--- src/rtl/alp_step_seq.sv ---
// Microsequencer for ALP bit-slice shift-and-add multiply and non-restoring divide.
// Every output is registered; the slice status flags select the control word latched at the next edge.
module alp_step_seq #(
    parameter logic [9:0] OPC_NOP   = 10'h000,
    parameter logic [9:0] OPC_LOAD  = 10'h001,
    parameter logic [9:0] OPC_ADDSH = 10'h002,
    parameter logic [9:0] OPC_SH    = 10'h003,
    parameter logic [9:0] OPC_SUBSH = 10'h004,
    parameter logic [9:0] OPC_ADD   = 10'h005
) (
    input  logic       clk_h,
    input  logic       reset_h,
    input  logic       start_h,
    input  logic       abort_h,
    input  logic       mode_h,
    input  logic [5:0] count_h,
    input  logic       q_lsb_h,
    input  logic       a_sign_h,
    input  logic       z_h,
    input  logic       v_h,
    output logic [9:0] opc_h,
    output logic [1:0] shf_l,
    output logic       cyin_l,
    output logic       busy_h,
    output logic       done_h,
    output logic       ovf_h,
    output logic       zero_h
);

    typedef enum logic [2:0] {
        S_IDLE,
        S_LOAD,
        S_STEP,
        S_FIX,
        S_DONE
    } state_t;

    typedef struct packed {
        logic [9:0] opc;
        logic [1:0] shf;
        logic       cyin;
        logic       busy;
        logic       done;
    } ctl_t;

    localparam ctl_t CTL_IDLE = '{opc: OPC_NOP,  shf: 2'b11, cyin: 1'b1, busy: 1'b0, done: 1'b0};
    localparam ctl_t CTL_LOAD = '{opc: OPC_LOAD, shf: 2'b11, cyin: 1'b1, busy: 1'b1, done: 1'b0};
    localparam ctl_t CTL_DONE = '{opc: OPC_NOP,  shf: 2'b11, cyin: 1'b1, busy: 1'b0, done: 1'b1};

    state_t     state_q;
    ctl_t       ctl_q;
    logic [5:0] cnt_q;
    logic       mode_q;
    logic       ovf_q;
    logic       zero_q;

    ctl_t       step_ctl;
    ctl_t       fix_ctl;
    logic       last_step;

    // Control words for the next STEP/FIX cycle, chosen from this cycle's slice flags.
    always_comb begin
        // NOTE: every field gets a default first so no path can infer a latch.
        step_ctl = '{opc: OPC_SH, shf: 2'b01, cyin: 1'b1, busy: 1'b1, done: 1'b0};
        if (!mode_q) begin
            step_ctl.opc = q_lsb_h ? OPC_ADDSH : OPC_SH;
        end else begin
            step_ctl.shf = 2'b10;
            if (a_sign_h) begin
                step_ctl.opc  = OPC_ADDSH;
            end else begin
                step_ctl.opc  = OPC_SUBSH;
                step_ctl.cyin = 1'b0;
            end
        end

        fix_ctl     = '{opc: OPC_NOP, shf: 2'b11, cyin: 1'b1, busy: 1'b1, done: 1'b0};
        fix_ctl.opc = a_sign_h ? OPC_ADD : OPC_NOP;
    end

    // A zero count can only reach STEP through a fault; treat it as the last step too.
    assign last_step = (cnt_q <= 6'd1);

    always_ff @(posedge clk_h or posedge reset_h) begin
        if (reset_h) begin
            state_q <= S_IDLE;
            ctl_q   <= CTL_IDLE;
            cnt_q   <= '0;
            mode_q  <= 1'b0;
            ovf_q   <= 1'b0;
            zero_q  <= 1'b0;
        end else if (abort_h) begin
            // NOTE: non-blocking assignments keep every register sampling pre-edge values.
            state_q <= S_IDLE;
            ctl_q   <= CTL_IDLE;
        end else begin
            unique case (state_q)
                S_IDLE: begin
                    if (start_h) begin
                        ovf_q <= 1'b0;
                        if (count_h != 6'd0) begin
                            mode_q  <= mode_h;
                            cnt_q   <= count_h;
                            state_q <= S_LOAD;
                            ctl_q   <= CTL_LOAD;
                        end else begin
                            zero_q  <= z_h;
                            state_q <= S_DONE;
                            ctl_q   <= CTL_DONE;
                        end
                    end
                end

                S_LOAD: begin
                    state_q <= S_STEP;
                    ctl_q   <= step_ctl;
                end

                S_STEP: begin
                    cnt_q <= cnt_q - 6'd1;
                    ovf_q <= ovf_q | v_h;
                    if (!last_step) begin
                        ctl_q <= step_ctl;
                    end else if (mode_q) begin
                        state_q <= S_FIX;
                        ctl_q   <= fix_ctl;
                    end else begin
                        zero_q  <= z_h;
                        state_q <= S_DONE;
                        ctl_q   <= CTL_DONE;
                    end
                end

                S_FIX: begin
                    zero_q  <= z_h;
                    state_q <= S_DONE;
                    ctl_q   <= CTL_DONE;
                end

                S_DONE: begin
                    state_q <= S_IDLE;
                    ctl_q   <= CTL_IDLE;
                end

                default: begin
                    state_q <= S_IDLE;
                    ctl_q   <= CTL_IDLE;
                end
            endcase
        end
    end

    assign opc_h  = ctl_q.opc;
    assign shf_l  = ctl_q.shf;
    assign cyin_l = ctl_q.cyin;
    assign busy_h = ctl_q.busy;
    assign done_h = ctl_q.done;
    assign ovf_h  = ovf_q;
    assign zero_h = zero_q;

endmodule

--- config.mk ---
export PLATFORM = sky130hd
export DESIGN_NAME = alp_step_seq
export DESIGN_NICKNAME = d
export VERILOG_FILES = /design/src/rtl/alp_step_seq.sv
export SDC_FILE = /design/constraint.sdc
export NUM_CORES = 1
export LEC_CHECK = 0
export CAP_MARGIN = 30
export CORE_MARGIN = 2
export CORE_UTILIZATION = 45
export DETAILED_ROUTE_END_ITERATION = 7
export PLACE_DENSITY_LB_ADDON = 0.08
export SLEW_MARGIN = 20
export SYNTH_ARGS = -nofsm -noshare
export SYNTH_HDL_FRONTEND = slang
export SYNTH_SLANG_ARGS = --single-unit
--- constraint.sdc ---
create_clock -name clk_h -period 2 [get_ports clk_h]
set_input_delay 0.2 -clock clk_h [delete_from_list [all_inputs] [get_ports clk_h]]
set_output_delay 0.2 -clock clk_h [all_outputs]
set_load 0.02 [all_outputs]
==> metrics.csv <==
metric;value;unit
run status;finished, final reports clean;
max incr delay on CP;440;ps
final std cells w/o fill;195;
ys flop type;dfrtp_1;
via count;1110;
mean post-synth cell area;10.0;um^2
Slowest cell on crit path;dfrtp_1;
Hold Path Class;input pin to async pin;
die width;57.6;um
Seq/Total Area, Yosys;38.9;%
Fin Setup TNS;0;ps
RSZ-0062 raised after global routing;false;
critical path required time;2200;ps
cts bufs inserted;3;
Fill cells;228;
power share of the combinational group;51.5;%
Synth cell types;50;
H-tree depth;1;
Psw;0.000884;W
count leader, synth;dfrtp_1;
drt initial violations;39;
worst skew pair latency;300;ps
Total Nets Final;182;
Setup-failing EPs final;0;
vias per inst;5.69;
layout cells sized above 1;23.2;%
gpl congestion;0.775;
Syn-to-layout area delta;27.8;%
Die Ht;57.6;um
first-pass GRT wire length;5020;um
Setup CP Type;register to register;
Flop pwr share;33.6;%
initial antenna violation count;0;
Port Buf Inserts;24;
clock buffer depth;2;
startpoint class of the critical path;register;
die area;3320;um^2
Routed Antenna Nets;0;
largest net degree at the start of global routing;17;
gr usage total;19.5;%
FF+latch area;504;um^2
number of synthesized flops with an enable pin;0;
fin crit share;93.8;%
clk slew on worst S/H paths;120;ps
clk_skew;5.33;ps
cell family with most CP delay;compound AO/OA/AOI/OAI gates;
Gates resized, CTS repair;0;
Antenna diodes;0;
DP HPWL;2350;um
CTS tree;yes;
Seq cells post-synth;20;
Synth top area share;32.9;%
post-DR wirelength/cell;15.1;um
cell taking the most area after synthesis;dfrtp_1;
top cells by count, synth;dfrtp_1 (17), a21oi_1 (10), buf_4 (8), nand2_1 (8), o21ai_0 (8);
Crit Path Max Fanout;5;
max-slew violations;0;
fmax;533;MHz
leak pwr;0.690;nW
asr flop ratio synth;100;%
synth warn;0;
clk sink count;20;
post-CTS setup buffers;0;
crit path time final;1880;ps
DRC viols;0;
multi-input combinational cell area;707;um^2
Area contributors post-synth;dfrtp_1 (33%), dfstp_2 (6.1%), buf_4 (4.6%);
row count;19;
synthesized cell area;1290;um^2
Starting Density;47.4;%
CP bufs+invs;1;
drt total wl;2950;um
worst vdd ir;0.842;mV
core area;2730;um^2
max-cap violations;0;
Worst Setup End Kind;register;
CP cell instances;inv_1, ha_1, o21ba_2, nand4b_2, a2111oi_4, mux2_4;
Synth Instances;129;
Final Hold Vio Count;0;
hold_buf cts;0;
Clk pwr share;14.9;%
Switching Share;39.6;%
Root Buffer;clkbuf_4;
vias in the first global route;1068;
Pint;0.00135;W
Arr. time, crit path;2080;ps
total global routing overflow;0;
placed insts;191;
Power Dens Cells;1350;nW/um^2
IO Pins;32;
drt pass-1 iters;4;
-- final cells by class --
class                           instances  area share, %
Multi-Input combinational cell         99           42.7
Tap cell                               31           2.34
Inverter                                4          0.907
Timing Repair Buffer                   37           20.4
Sequential cell                        20           30.5
Clock inverter                          1           1.81
Clock buffer                            3           1.36
-- layout by cell type, fill, tap and decap left out, types with 4 or more instances in the layout --
cell	n
clkdlybuf4s50_1	24
inv_1	4
dfrtp_1	17
conb_1	7
nand2_1	8
o21ai_0	8
buf_4	13
o2bb2ai_1	4
nor2_1	6
a21oi_1	10
-- metal layers --
metal | part of all wire [%] | GRT usage [%] | vias up
li1 | - | - | 543
met1 | 48 | 28.7 | 528
met2 | 46 | 29.5 | 37
met3 | 4.8 | 2.90 | 2
met4 | 0.64 | 6.64 | 0
met5 | 0 | 0 | -
-- power groups by stage --
stage / combinational (W) / clock, W / sequential [W]
floorplan: 0.000717 / 0 / 0.000791
global placement: 0.00113 / 0 / 0.000751
detailed placement: 0.00115 / 0 / 0.000757
CTS: 0.00116 / 0.000342 / 0.000748
global route: 0.00126 / 0.000358 / 0.000773
finish: 0.00115 / 0.000333 / 0.000750
-- registers in the layout, summed over array words and instances (netlist names) --
name     count
done_h       1
shf_l        2
opc_h        3
busy_h       1
cyin_l       1
ovf_h        1
cnt_q        6
mode_q       1
zero_h       1
state_q      3
-- logic make-up after synthesis --
logic type      count (synthesis)  synth area share [%]
buf+inv                        16                  8.21
other cells                     1                 0.290
mux                             4                  3.67
compound gates                 45                  26.6
simple gates                   41                  20.4
fa+ha+maj                       2                  1.93
flops                          20                  38.9
-- worst reg2reg max path, cell delays in order, from the launching register on --
cell	delay [ps]
dfrtp_1	440
inv_1	90
ha_1	170
o21ba_2	200
nand4b_2	150
a2111oi_4	400
mux2_4	330
-- per-stage QoR --
stage | total power [W] | instance area, um^2 | util, % | hold slack (ps) | worst slack [ps]
floorplan | 0.00151 | 1320 | - | 162 | 243
global placement | 0.00188 | 1600 | 58.6 | 403 | 44.2
detailed placement | 0.00191 | 1600 | 58.6 | 407 | -15.8
CTS | 0.00225 | 1660 | 60.5 | 55.7 | 115
global route | 0.00239 | 1660 | 60.5 | 51.3 | 22.5
finish | 0.00223 | 1660 | 60.5 | 64.2 | 125
-- path summary, 6_finish.rpt --
check,to,slack (ps),depth (start not counted),startpoint
min reg2reg,opc_h[1],500,2,opc_h[1]
max in group asynchronous,cyin_l,1410,3,reset_h
min in group clk_h,ovf_h,490,3,v_h
max reg2reg,zero_h,120,6,cnt_q[0]
max,zero_h,120,6,cnt_q[0]
min,ovf_h,60,2,reset_h
(Power assumes the default switching activity.)
